$ cat config.mk
export PLATFORM = sky130hd
export DESIGN_NAME = seq_stage_sequencer
export DESIGN_NICKNAME = d
export VERILOG_FILES = /design/src/rtl/seq_pkg.sv /design/src/rtl/seq_perf_cnt.sv /design/src/rtl/seq_stage_sequencer.sv
export SDC_FILE = /design/constraint.sdc
export NUM_CORES = 1
export LEC_CHECK = 0
export BUFFER_PORTS_ARGS = -buffer_cell sky130_fd_sc_hd__buf_4
export CAP_MARGIN = 20
export CORE_MARGIN = 3
export CORE_UTILIZATION = 38
export CTS_CLUSTER_SIZE = 28
export DETAILED_ROUTE_END_ITERATION = 10
export PLACE_DENSITY_LB_ADDON = 0.25
export SLEW_MARGIN = 20
export SYNTH_ARGS = -nofsm -noshare
export SYNTH_HDL_FRONTEND = slang
export SYNTH_SLANG_ARGS = --single-unit
$ cat constraint.sdc
create_clock -name clk -period 1.95 [get_ports clk]
set_clock_uncertainty 0.1 [all_clocks]
set_input_delay 0.585 -clock clk [delete_from_list [all_inputs] [get_ports clk]]
set_output_delay 0.585 -clock clk [all_outputs]
set_load 0.02 [all_outputs]
$ cat src/rtl/seq_pkg.sv
// seq_pkg: shared stat codes, sequencer states, Y86-64 icodes and stage enable bit indices
package seq_pkg;
  typedef enum logic [2:0] {
    S_IDLE,
    S_FETCH,
    S_DECODE,
    S_EXECUTE,
    S_MEMORY,
    S_WB,
    S_PCUPD,
    S_HALTED
  } state_e;
  typedef enum logic [2:0] {
    STAT_AOK = 3'd1,
    STAT_HLT = 3'd2,
    STAT_ADR = 3'd3,
    STAT_INS = 3'd4
  } stat_e;
  localparam logic [3:0] I_HALT   = 4'h0;
  localparam logic [3:0] I_NOP    = 4'h1;
  localparam logic [3:0] I_RRMOVQ = 4'h2;
  localparam logic [3:0] I_IRMOVQ = 4'h3;
  localparam logic [3:0] I_RMMOVQ = 4'h4;
  localparam logic [3:0] I_MRMOVQ = 4'h5;
  localparam logic [3:0] I_OPQ    = 4'h6;
  localparam logic [3:0] I_JXX    = 4'h7;
  localparam logic [3:0] I_CALL   = 4'h8;
  localparam logic [3:0] I_RET    = 4'h9;
  localparam logic [3:0] I_PUSHQ  = 4'ha;
  localparam logic [3:0] I_POPQ   = 4'hb;
  localparam int EN_FET = 0;
  localparam int EN_DEC = 1;
  localparam int EN_EXE = 2;
  localparam int EN_MEM = 3;
  localparam int EN_WB  = 4;
  localparam int EN_PC  = 5;
  function automatic logic [5:0] stage_onehot(input state_e s);
    logic [5:0] en;
    en = '0;
    en[EN_FET] = (s == S_FETCH);
    en[EN_DEC] = (s == S_DECODE);
    en[EN_EXE] = (s == S_EXECUTE);
    en[EN_MEM] = (s == S_MEMORY);
    en[EN_WB]  = (s == S_WB);
    en[EN_PC]  = (s == S_PCUPD);
    return en;
  endfunction
endpackage

$ cat src/rtl/seq_perf_cnt.sv
// seq_perf_cnt: wrapping up-counter with synchronous clear, one step per cycle when inc is high
module seq_perf_cnt #(
  parameter int CNT_W = 32
) (
  input  logic             clk,
  input  logic             reset,
  input  logic             inc,
  output logic [CNT_W-1:0] count
);
  logic [CNT_W-1:0] count_q, count_d;
  always_comb count_d = inc ? count_q + CNT_W'(1) : count_q;
  always_ff @(posedge clk)
    if (reset) count_q <= '0;
    else count_q <= count_d;
  assign count = count_q;
endmodule

$ cat src/rtl/seq_stage_sequencer.sv
// seq_stage_sequencer: multi-cycle SEQ stage FSM with CC/Stat registers, memory timeout and retire limit.
// Define SEQ_PERF_CNT_EN to build the cycle/instruction performance counters.
module seq_stage_sequencer
  import seq_pkg::*;
#(
  parameter int CNT_W       = 32,
  parameter int MEM_TIMEOUT = 16,
  parameter int MAX_INSTR   = 0
) (
  input  logic             clk,
  input  logic             reset,
  input  logic             start,
  input  logic [3:0]       icode,
  input  logic             imem_error,
  input  logic             instr_valid,
  input  logic             halt_instr,
  input  logic             dmem_error,
  input  logic             mem_ready,
  input  logic             alu_zf,
  input  logic             alu_sf,
  input  logic             alu_of,
  output logic [5:0]       stage_en,
  output logic             zf,
  output logic             sf,
  output logic             of,
  output logic [2:0]       stat,
  output logic             running,
  output logic             done,
  output logic [CNT_W-1:0] cycle_count,
  output logic [CNT_W-1:0] instr_count
);
  localparam int WAIT_W = $clog2(MEM_TIMEOUT + 1);
  state_e            state_q, state_d;
  stat_e             stat_q, stat_d;
  logic [2:0]        cc_q, cc_d;
  logic [WAIT_W-1:0] wait_q, wait_d;
  logic [5:0]        stage_en_q;
  logic [CNT_W-1:0]  retire_cnt;
  logic              limit_hit;
  assign limit_hit = (MAX_INSTR != 0) && (retire_cnt + CNT_W'(1) == CNT_W'(MAX_INSTR));
  always_comb begin
    state_d = state_q;
    stat_d  = stat_q;
    cc_d    = cc_q;
    wait_d  = '0;
    unique case (state_q)
      S_IDLE:    state_d = start ? S_FETCH : S_IDLE;
      S_FETCH: begin
        stat_d  = imem_error ? STAT_ADR :
                  !instr_valid ? STAT_INS :
                  halt_instr ? STAT_HLT : STAT_AOK;
        state_d = (imem_error || !instr_valid || halt_instr) ? S_HALTED : S_DECODE;
      end
      S_DECODE:  state_d = S_EXECUTE;
      S_EXECUTE: begin
        state_d = S_MEMORY;
        cc_d    = (icode == I_OPQ) ? {alu_zf, alu_sf, alu_of} : cc_q;
      end
      S_MEMORY: begin
        // a data fault beats a simultaneous ready; the wait counter bounds a stuck access
        if (dmem_error || (!mem_ready && wait_q == WAIT_W'(MEM_TIMEOUT - 1))) begin
          stat_d  = STAT_ADR;
          state_d = S_HALTED;
        end else if (mem_ready) state_d = S_WB;
        else wait_d = wait_q + WAIT_W'(1);
      end
      S_WB:      state_d = S_PCUPD;
      S_PCUPD: begin
        stat_d  = limit_hit ? STAT_HLT : STAT_AOK;
        state_d = limit_hit ? S_HALTED : S_FETCH;
      end
      S_HALTED:  state_d = S_HALTED;
      default:   state_d = S_IDLE;
    endcase
  end
  always_ff @(posedge clk)
    if (reset) begin
      state_q    <= S_IDLE;
      stat_q     <= STAT_AOK;
      cc_q       <= 3'b100;
      wait_q     <= '0;
      stage_en_q <= '0;
    end else begin
      state_q    <= state_d;
      stat_q     <= stat_d;
      cc_q       <= cc_d;
      wait_q     <= wait_d;
      stage_en_q <= stage_onehot(state_d);
    end
  assign stage_en     = stage_en_q;
  assign {zf, sf, of} = cc_q;
  assign stat         = stat_q;
  assign running      = (state_q != S_IDLE) && (state_q != S_HALTED);
  assign done         = (state_q == S_HALTED);
`ifdef SEQ_PERF_CNT_EN
  seq_perf_cnt #(.CNT_W(CNT_W)) u_cycle_cnt (
    .clk   (clk),
    .reset (reset),
    .inc   (running),
    .count (cycle_count)
  );
  seq_perf_cnt #(.CNT_W(CNT_W)) u_instr_cnt (
    .clk   (clk),
    .reset (reset),
    .inc   (state_q == S_PCUPD),
    .count (retire_cnt)
  );
  assign instr_count = retire_cnt;
`else
  assign cycle_count = '0;
  assign instr_count = '0;
  if (MAX_INSTR != 0) begin : g_retire
    seq_perf_cnt #(.CNT_W(CNT_W)) u_retire_cnt (
      .clk   (clk),
      .reset (reset),
      .inc   (state_q == S_PCUPD),
      .count (retire_cnt)
    );
  end else begin : g_no_retire
    assign retire_cnt = '0;
  end
`endif
endmodule

Yosys cells after proc, flatten, opt, wreduce, memory -nomap -nowiden:

Index checks and enable logic that the tools add are counted.

* logic and storage cells: 47
* bits of input ports: 15
* output and inout port bits: 78
* bits in registers: 20

* $add $sub $neg: 1
* reduce and logical (&&, ||, !) cells: 13
* multiplexer cells: 10
* equality and inequality tests: 17
* bitwise gates (word level): 1

Operators with widths (count)
* 3-bit case mux with 8 select lines: 1
* 3-bit equality test, second input constant: 7
* 3-bit 2-to-1 mux: 6
* 3-bit by 2-bit equality test with 1-bit output, second input constant: 4
* 3-bit case mux with 3 select lines: 1
* 3-bit by 1-bit equality test with 1-bit output, second input constant: 2
* 3-bit nonzero test: 2
* 5-bit by 1-bit adder with 5-bit output, second input constant: 1
* 5-bit by 4-bit equality test with 1-bit output, second input constant: 1
* 4-bit by 3-bit equality test with 1-bit output, second input constant: 1
* 2-bit AND reduction: 2
* 4-bit OR reduction: 1
* 3-bit zero test: 1
* 1-bit logical OR: 3
* 3-bit inequality test, second input constant: 1
* 1-bit logical AND: 2
* 1-bit zero test: 2
* 2-bit 2-to-1 mux: 1
* 2-bit inequality test, second input constant: 1
* 1-bit 2-to-1 mux: 1
* 1-bit inverter: 1

Longest topological paths before layout:

Gate-level depths: netlist of run 1.

* word-level depth: 6
* gate-level depth with buffers: 7

Least setup slack after synthesis of run 1:

OpenSTA, ideal clock, no wires.

* path type: reg2reg
* from: register wait_q[0]
* to: register wait_q[2]
* required time: 1786 ps
* path slack: -90 ps
* clock period less this slack: 2040 ps
* arrival: 1876 ps
* buffers on the path: 0
* library setup time: 64 ps
* cell stages (with the launch flop): 7
* path through: dfxtp_1 -> ha_1 -> and3_1 -> ha_1 -> or3_4 -> or4b_4 -> nor2_1

* cells in the longest elaborated chain, start to end: 4

RTL lines
* start, declared: line seq_stage_sequencer.sv:36 `logic [WAIT_W-1:0] wait_q, wait_d;`
* start signal, assigned: line seq_stage_sequencer.sv:87 `wait_q <= wait_d;`
* 5-bit by 4-bit equality test with 1-bit output: line seq_stage_sequencer.sv:61 `if (dmem_error || (!mem_ready && wait_q == WAIT_W'(MEM_TIMEOUT - 1))) begin`
* 1-bit logical AND: line seq_stage_sequencer.sv:61
* 1-bit logical OR: line seq_stage_sequencer.sv:61
* 4-bit OR reduction (no line)

Several ways; a longest one is shown, not always the timed one.
A chain may end at the register's enable or synchronous reset.

Final worst setup path of run 1:

* from: register wait_q[0]
* to: register wait_q[1]

The elaborated chain is that of the path after synthesis.

==> flow_summary.ini, run 1 <==
[placed_design]
dp_hpwl_mm = 1.788
dpl_worst_slack_ns = -0.05284
dp_cells = 234
gp_congestion = 0.7534
port_buffers = 28

[timing]
fin_ws_ns = -0.01244
fin_crit_ns = 1.962
max_freq_mhz = 509.6
hold_viol_final = 0
setup_viol = 3
rsz0062_at_grt = yes
finalCritPeriodShare_pct = 100.6
slew_viol_final = 0

[clocking]
cts_made_buffers = 3
cts_tree = done
root_buffer = clkbuf_4
insertion_delay_ns = 0.30
ctsHoldBuffers = 0
htree_levels = 1
clockBufferDepth = 2
path_clk_slew_ns = 0.11
clkSinkCount = 20

[logic_synthesis]
yosysTopAreaCellShare_pct = 35.23
synth.avg_cell_area_sq_um = 8.603
synth.top_cells.by_count = buf_4 (65), dfxtp_1 (20), nor2_1 (12)
synth_seq_area_share_pct = 28.91
synth_most_common_cell = buf_4
synthCells = 161
synth_ff_type = dfxtp_1
ys_top_cells_by_area = buf_4 (35%), dfxtp_1 (29%), nor2_1 (3.3%), mux2i_1 (2.9%), nor2b_1 (2.3%)
synth-seq-cells = 20
ys_types = 35
netlist_area_sq_um = 1385
async_reset_ff_share_pct = 0
synth-edff-count = 0
synth_warnings = 0
netlist.top_cell.by_area = buf_4

[critical_path]
worstSetupPathType = reg -> reg
crit_path_end_kind = flip-flop
worstPathArrival_ns = 2.10
cp_cell_sequence = ha_4 > and3_4 > ha_4 > or3_4 > or4b_4 > nor2_1
max_stage_delay_ns = 0.54
r2r_cells = 6
crit_top_cell = ha_4
r2r_start = wait_q[0]$_SDFF_PP0_
critPathMaxFanout = 5
crit_path_end = wait_q[1]$_SDFF_PP0_
r2r_end = wait_q[1]$_SDFF_PP0_
worst_ep_required_time_ns = 2.09
critPathLaunchType = flip-flop
cp-startpoint = wait_q[0]$_SDFF_PP0_
regToRegSetupSlack_ns = -0.01
crit_slowest_cell = or4b_4

[global_routing]
grt_pass1_wl_mm = 3.332
grt_max_degree = 17
grt_overflow = 0
grt_pass1_vias = 776
grtUsageTotal_pct = 9.520
antenna_found_initial = 0

[routing]
routed_via_density = 3.883
wirelength_mm = 2.226
drt-initial-drc-count = 39
via_count = 928
ant_nets = 0
drc_errors = 0
drt-pass1-iter-count = 4
detail_route.wl_per_cell_um = 9.314

[power]
leakagePower_nw = 0.7390
pwr_density_cell_nw_per_um2 = 874.3
vdd_drop_max_mv = 0.6015

[finish]
final_layout_size_suffix_gt1_share_pct = 28.50
regArea_sq_um = 406.6
finalNonFillerCells = 239
fin_util_pct = 44.47
fillers = 377
layout-area-overhead-vs-synth_pct = 9.666
multi_input_area_sq_um = 732.0
antenna_cells = 0
fin_nets = 211

[run_status]
outcome = finished with violations
violations = negative setup slack

[floorplanning]
die_h_um = 66.38
rows = 21
io_pins = 93
start_util_pct = 40.55
core_area_sq_um = 3416
die_area_sq_um = 4406
die_w_um = 66.38

[min_path]
hp-class = in -> reg

[job]
maxCapViolCount = 0
[flip-flops by register name, summed over array words and instances (netlist names)]
signal	cells
wait_q	5
stage_en	6
stat	3
state_q	3
cc_q	3
[cell families after synthesis]
family                   after synthesis  synth area share [%]
buffers and inverters                 74                 37.85
AND/OR/NAND/NOR                       43                 19.24
flip-flops                            20                 28.91
AO/OA/AOI/OAI                         14                 7.137
multiplexers                           4                 2.891
XOR/XNOR                               3                 1.897
adder cells (fa/ha/maj)                2                 1.806
other                                  1                0.2707
[report_power, final]
part / internal, mW / switching [mW] / total (mW) / leakage (nW)
registers: 0.457 / 0.0511 / 0.508 / 0.165
logic: 0.177 / 0.308 / 0.485 / 0.547
clock network: 0.208 / 0.128 / 0.335 / 0.0279
[per-stage QoR]
stage,cell area [sq um],TNS [ns],total power [mW],hold slack [ns]
floorplan,1632,0,0.9603,0.3039
finish,1519,-0.01634,1.328,0.3856
detailed placement,1428,-0.2200,0.9937,0.3731
global route,1519,-0.2301,1.425,0.3575
global placement,1428,-0.06391,0.9948,0.3762
CTS,1504,-0.1389,1.337,0.3779
[placed cells by master (no fill, tap or decap), drive strengths merged]
cell type	n
and2b	1
a211o	2
o31a	1
inv	6
or4b	1
nand2	3
nor4b	1
nor3b	2
nand3	2
buf	33
a21oi	5
nor4	2
xor2	2
or3	1
xnor2	1
o21ai	2
a211oi	1
conb	64
o221a	1
mux2i	4
nor2b	6
clkbuf	3
and3	4
ha	2
nor4bb	1
nor3	4
or4	1
bufinv	1
nand2b	2
dfxtp	20
nor2	12
a311o	1
o221ai	1
[critical path: cells and delay by family, from the launching register on]
kind	cells	cell delay (ns)
adders and majority gates	2	0.30
DFF	1	0.35
and+or+nand+nor	4	1.15
[layer usage]
layer / part of all wire, % / routed length [um] / GRT usage (%)
met3: 12 / 267 / 3.912
met4: 0.45 / 10 / 1.015
met5: 0 / 0 / 0
met1: 39 / 874 / 12.31
met2: 48 / 1073 / 15.24
[what timing repair did]
item	4_1_cts	5_1_grt
gates resized for setup	5	4
buffers inserted	0	1
setup endpoints to repair	7	7
pin swaps	6	4
[worst min path at each step]
stage,depth (start not counted),slack (ns),startpoint,endpoint
5_1_grt,2,0.36,alu_zf,cc_q[2]$_SDFFE_PP1P_
4_1_cts,2,0.38,alu_zf,cc_q[2]$_SDFFE_PP1P_
6_report,2,0.39,alu_zf,cc_q[2]$_SDFFE_PP1P_
3_5_place_dp,2,0.37,stat[1]$_SDFFE_PP0P_,stat[1]$_SDFFE_PP0P_
2_1_floorplan,1,0.30,wait_q[0]$_SDFF_PP0_,wait_q[0]$_SDFF_PP0_
3_3_place_gp,2,0.38,stat[2]$_SDFFE_PP0P_,stat[2]$_SDFFE_PP0P_
[area by class of cell]
type	instances	area share [%]
Clock buffer	3	1.483
Clock inverter	1	1.977
Inverter	6	1.483
Multi-Input combinational cell	130	48.19
Sequential cell	20	26.77
Tap cell	46	3.789
Timing Repair Buffer	33	16.31
No activity file was read; power rests on OpenSTA's default activity.
==> inputs of run 2 (changes only) <==
Settings changed: BUFFER_PORTS_ARGS -buffer_cell sky130_fd_sc_hd__buf_4 to default, CORE_UTILIZATION 38 to 45, DONT_BUFFER_PORTS from default to 1.
==> run 2 against run 1 <==
  * The flow still finishes with violations (negative setup slack)
  * First-iteration DRC count shrank 64%
  * Hold slack lost 0.16 ns
  * Final cell count shrank 18%
  * Flip-flop and latch count is the same
  * Wire length grew 1.1%
  * Non-clock buffer count shrank 27
  * Sequential power grew 7.9%
  * Sequential share of layout area grew 4.0 points
  * Global-route usage grew 1.6 points
  * Count of clock-buffer cells in the layout is the same
  * Combinational power shrank 19%
  * Register-to-register slack is essentially flat
  * Critical path type unchanged
==> flow_summary.ini, run 2 (synthesis gave the netlist of run 1 again) <==
[run_status]
outcome = finished with violations
violations = negative setup slack

[power]
p_switching_mw = 0.4844
p_seq_share_pct = 42.9
pwr_density_cell_nw_per_um2 = 968.2
leakagePower_nw = 0.6100
vdd_drop_max_mv = 0.6481
p_sw_share_pct = 37.90
combPwrFrac_pct = 30.6
clkPwrFrac_pct = 26.5
power.total_mw = 1.278
p_int_mw = 0.7936

[floorplanning]
start_util_pct = 48.55
die_w_um = 61.48
die_h_um = 61.48
die_area_sq_um = 3780
core_area_sq_um = 2853
io_pins = 93
rows = 19

[timing]
slew_viol_final = 0
max_freq_mhz = 507.7
timing.hold.ws_ns = 0.2234
rsz0062_at_grt = yes
finalCritPeriodShare_pct = 101.0
setup_viol = 5
fin_ws_ns = -0.01983
finalSetupTns_ns = -0.03683
hold_viol_final = 0
fin_crit_ns = 1.970

[global_routing]
antenna_found_initial = 0
grtUsageTotal_pct = 11.12
grt_max_degree = 17
grt_pass1_vias = 708
grt_pass1_wl_mm = 3.139
grt_overflow = 0

[finish]
fin_util_pct = 46.27
antenna_cells = 0
largest_register_ffs = 6
final_cell_mix = conb_1 (64), dfxtp_1 (15), nor2_1 (8)
design_area_sq_um = 1320
finalNonFillerCells = 197
layout-area-overhead-vs-synth_pct = -4.697
fin_nets = 184
final_common_cell = conb_1
final_layout_size_suffix_gt1_share_pct = 19.28

[critical_path]
crit_path_end_kind = flip-flop
critPathLaunchType = flip-flop
critPathMaxFanout = 5
crit_top_cell = ha_4
crit_slowest_cell = or4b_4
worstSetupPathType = reg -> reg
critPathBufInv = 0
cp_top_family = simple AND/OR/NAND/NOR gates
cp-startpoint = wait_q[0]$_SDFF_PP0_
worst_ep_required_time_ns = 2.09
max_stage_delay_ns = 0.54
r2r_start = wait_q[0]$_SDFF_PP0_
cp_cell_sequence = ha_4 > and3_4 > ha_4 > or3_4 > or4b_4 > nor2_1
worstPathArrival_ns = 2.11

[routing]
drt-pass1-iter-count = 3
routed_via_density = 4.340
drt-initial-drc-count = 14
drc_errors = 0
detail_route.wl_per_cell_um = 11.42
wirelength_mm = 2.250
ant_nets = 0
via_count = 855

[placed_design]
port_buffers = 0
dpl_worst_slack_ns = -0.07443
dp_hpwl_mm = 1.766
dp_cells = 192
dpl_cell_area_sq_um = 1206
gp_congestion = 0.8176

[clocking]
cts_made_buffers = 3
path_clk_slew_ns = 0.12
cts_tree = done
htree_levels = 1
clockBufferDepth = 2
clkSinkCount = 20
root_buffer = clkbuf_4
insertion_delay_ns = 0.31

[min_path]
hp-class = in -> reg
min_from = reset

[job]
maxCapViolCount = 0
## run 2: cell type report
| class | count | area (sq um) |
|---|---|---|
| Multi-Input combinational cell | 130 | 754.5 |
| Clock inverter | 1 | 30.03 |
| Timing Repair Buffer | 6 | 45.04 |
| Inverter | 6 | 22.52 |
| Fill cell | 296 | 1533 |
| Clock buffer | 3 | 22.52 |
| Tap cell | 31 | 38.79 |
| Sequential cell | 20 | 406.6 |
## run 2: path summary, 6_finish.rpt
kind | end | slack, ns | depth (start not counted)
setup / recovery | wait_q[1]$_SDFF_PP0_ | -0.02 | 6
hold / removal | state_q[0]$_SDFF_PP0_ | 0.22 | 1
setup reg to reg | wait_q[1]$_SDFF_PP0_ | -0.02 | 6
hold reg to reg | stage_en[2]$_SDFF_PP0_ | 0.43 | 1
## run 2: power groups by stage
stage / sequential, mW / combinational, mW / clock, mW
2_1_floorplan: 0.521 / 0.440 / 0
4_1_cts: 0.546 / 0.368 / 0.348
3_5_place_dp: 0.554 / 0.362 / 0
3_3_place_gp: 0.553 / 0.355 / 0
5_1_grt: 0.559 / 0.439 / 0.363
6_report: 0.548 / 0.391 / 0.338
## run 2: repair_timing
action	4_1_cts	5_1_grt
pin swaps	4	2
setup endpoints to repair	7	12
hold buffers	0	0
setup buffers	1	0
gates resized for setup	6	8
## run 2: layer usage
metal  track usage, %  vias up  wire [um]  share of wire (%)
li1                 -      416          -                  -
met2            19.13       51       1132                 50
met1            12.63      386        818                 36
met3            5.451        2        286                 13
met5                0        -          0                  0
met4            1.818        0         12               0.53
==> inputs of run 3 (changes only) <==
Settings changed: CORE_ASPECT_RATIO from default to 0.7.
==> run 3 against run 2 <==
  * The flow still finishes with violations (negative setup slack)
  * Combinational power fell by 5%
  * Highest routed layer unchanged
  * Critical path depth did not move
  * Largest cell class unchanged
  * Critical endpoint is now wait_q[3]$_SDFF_PP0_
  * Flip-flop and latch count did not move
  * Worst setup slack improved by 0.014 ns
  * Final area rose by 0.76%
  * First-iteration DRC count fell by 21%
  * Largest power group unchanged
==> flow_summary.ini, run 3 (synthesis gave the netlist of run 1 again) <==
[timing]
hold_viol_final = 0
slew_viol_final = 0
fin_crit_ns = 1.955
finalCritPeriodShare_pct = 100.3
rsz0062_at_grt = yes
timing.hold.ws_ns = 0.2850
setup_viol = 4
finalSetupTns_ns = -0.01340
fin_ws_ns = -0.005392
max_freq_mhz = 511.4

[min_path]
hp-class = in -> reg

[power]
clkPwrFrac_pct = 31.1
pwr_density_cell_nw_per_um2 = 1001
p_seq_share_pct = 41.0
p_switching_mw = 0.4883
leakagePower_nw = 0.6131
combPwrFrac_pct = 28.0
p_int_mw = 0.8433
vdd_drop_max_mv = 0.3992
p_sw_share_pct = 36.67

[clocking]
insertion_delay_ns = 0.26
path_clk_slew_ns = 0.07
cts_tree = done
ctsHoldBuffers = 0
htree_levels = 1
cts_made_buffers = 3
root_buffer = clkbuf_8
clkSinkCount = 20
clockBufferDepth = 2

[global_routing]
grt_pass1_wl_mm = 3.084
antenna_found_initial = 0
grtUsageTotal_pct = 11.31
grt_pass1_vias = 661
grt_max_degree = 17
grt_overflow = 0

[placed_design]
dp_hpwl_mm = 1.738
gp_congestion = 0.7819
port_buffers = 0

[critical_path]
r2r_cells = 6
worstSetupPathType = reg -> reg
critPathLaunchType = flip-flop
r2r_end = wait_q[3]$_SDFF_PP0_
worstPathArrival_ns = 2.06
cp-startpoint = wait_q[0]$_SDFF_PP0_
r2r_start = wait_q[0]$_SDFF_PP0_
regToRegSetupSlack_ns = -0.005
worst_ep_required_time_ns = 2.05
crit_path_end_kind = flip-flop
crit_path_end = wait_q[3]$_SDFF_PP0_
critPathMaxFanout = 5

[routing]
ant_nets = 0
routed_via_density = 4.193
detail_route.wl_per_cell_um = 11.09
drt-pass1-iter-count = 4
wirelength_mm = 2.241
drt-initial-drc-count = 11
via_count = 847
drc_errors = 0

[job]
maxCapViolCount = 0

[finish]
final_common_cell = conb_1
final_cell_mix = conb_1 (64), dfxtp_1 (17), nor2_1 (8)
final_layout_size_suffix_gt1_share_pct = 16.87
fin_nets = 184
layout-area-overhead-vs-synth_pct = -3.974
antenna_cells = 0
largest_register_ffs = 6

[floorplanning]
die_w_um = 72.31
start_util_pct = 48.38
core_area_sq_um = 2863
die_area_sq_um = 3790
die_h_um = 52.42
rows = 16
io_pins = 93

[run_status]
violations = negative setup slack
outcome = finished with violations
-- run 3: cell counts in the layout (fill, tap and decap cells not counted) --
Identical to the previous run, type by type.
-- run 3: repair_timing --
item,4_1_cts,5_1_grt
gates resized for setup,4,6
pin swaps,6,3
setup buffers,1,0
endpoints found under the hold margin,0,0
endpoints found under the setup margin,6,7
-- run 3: worst min-delay path by stage --
| stage | from | endpoint | depth (start not counted) |
|---|---|---|---|
| final | reset | state_q[1]$_SDFF_PP0_ | 1 |
| after global routing | reset | state_q[1]$_SDFF_PP0_ | 1 |
| after CTS | reset | state_q[0]$_SDFF_PP0_ | 1 |
| after detailed placement | wait_q[0]$_SDFF_PP0_ | wait_q[0]$_SDFF_PP0_ | 2 |
| after global placement | wait_q[0]$_SDFF_PP0_ | wait_q[0]$_SDFF_PP0_ | 2 |
| after floorplan | wait_q[0]$_SDFF_PP0_ | wait_q[0]$_SDFF_PP0_ | 1 |
-- run 3: power groups by stage --
stage	sequential, mW	clock (mW)	combinational, mW
2_1_floorplan	0.521	0	0.440
4_1_cts	0.545	0.425	0.364
6_report	0.545	0.414	0.373
3_3_place_gp	0.552	0	0.357
5_1_grt	0.555	0.442	0.405
3_5_place_dp	0.553	0	0.363
-- run 3: area by class of cell --
type / instances / area (sq um)
Inverter: 6 / 22.52
Timing Repair Buffer: 6 / 45.04
Sequential cell: 20 / 404.1
Tap cell: 36 / 45.04
Clock buffer: 3 / 41.29
Clock inverter: 1 / 30.03
Multi-Input combinational cell: 130 / 742.0
Fill cell: 293 / 1533
-- run 3: critical path, cell delays in order (launching register included) --
cell and delay (ns):
dfxtp_2 0.34, ha_4 0.15, and3_4 0.18, ha_4 0.15, or3_4 0.32, or4b_4 0.55
nor2_1 0.10
-- run 3: per-layer routing --
| layer | global-route usage (%) | up-vias | part of all wire, % |
|---|---|---|---|
| li1 | - | 413 | - |
| met1 | 12.60 | 385 | 39 |
| met2 | 16.77 | 44 | 46 |
| met3 | 7.471 | 5 | 13 |
| met4 | 5.000 | 0 | 1.0 |
| met5 | 0 | - | 0 |
-- run 3: through the flow --
stage | utilization [%] | cell area [sq um] | setup WS [ns] | instances | power (mW)
2_1_floorplan | - | 1632 | 0.005690 | 224 | 0.9603
3_3_place_gp | 42.35 | 1212 | -0.01271 | 197 | 0.9090
3_5_place_dp | 42.35 | 1212 | -0.05749 | 197 | 0.9159
4_1_cts | 45.89 | 1314 | -0.03616 | 202 | 1.334
5_1_grt | 46.46 | 1330 | -0.05690 | 202 | 1.403
6_report | 46.46 | 1330 | -0.005392 | 202 | 1.332
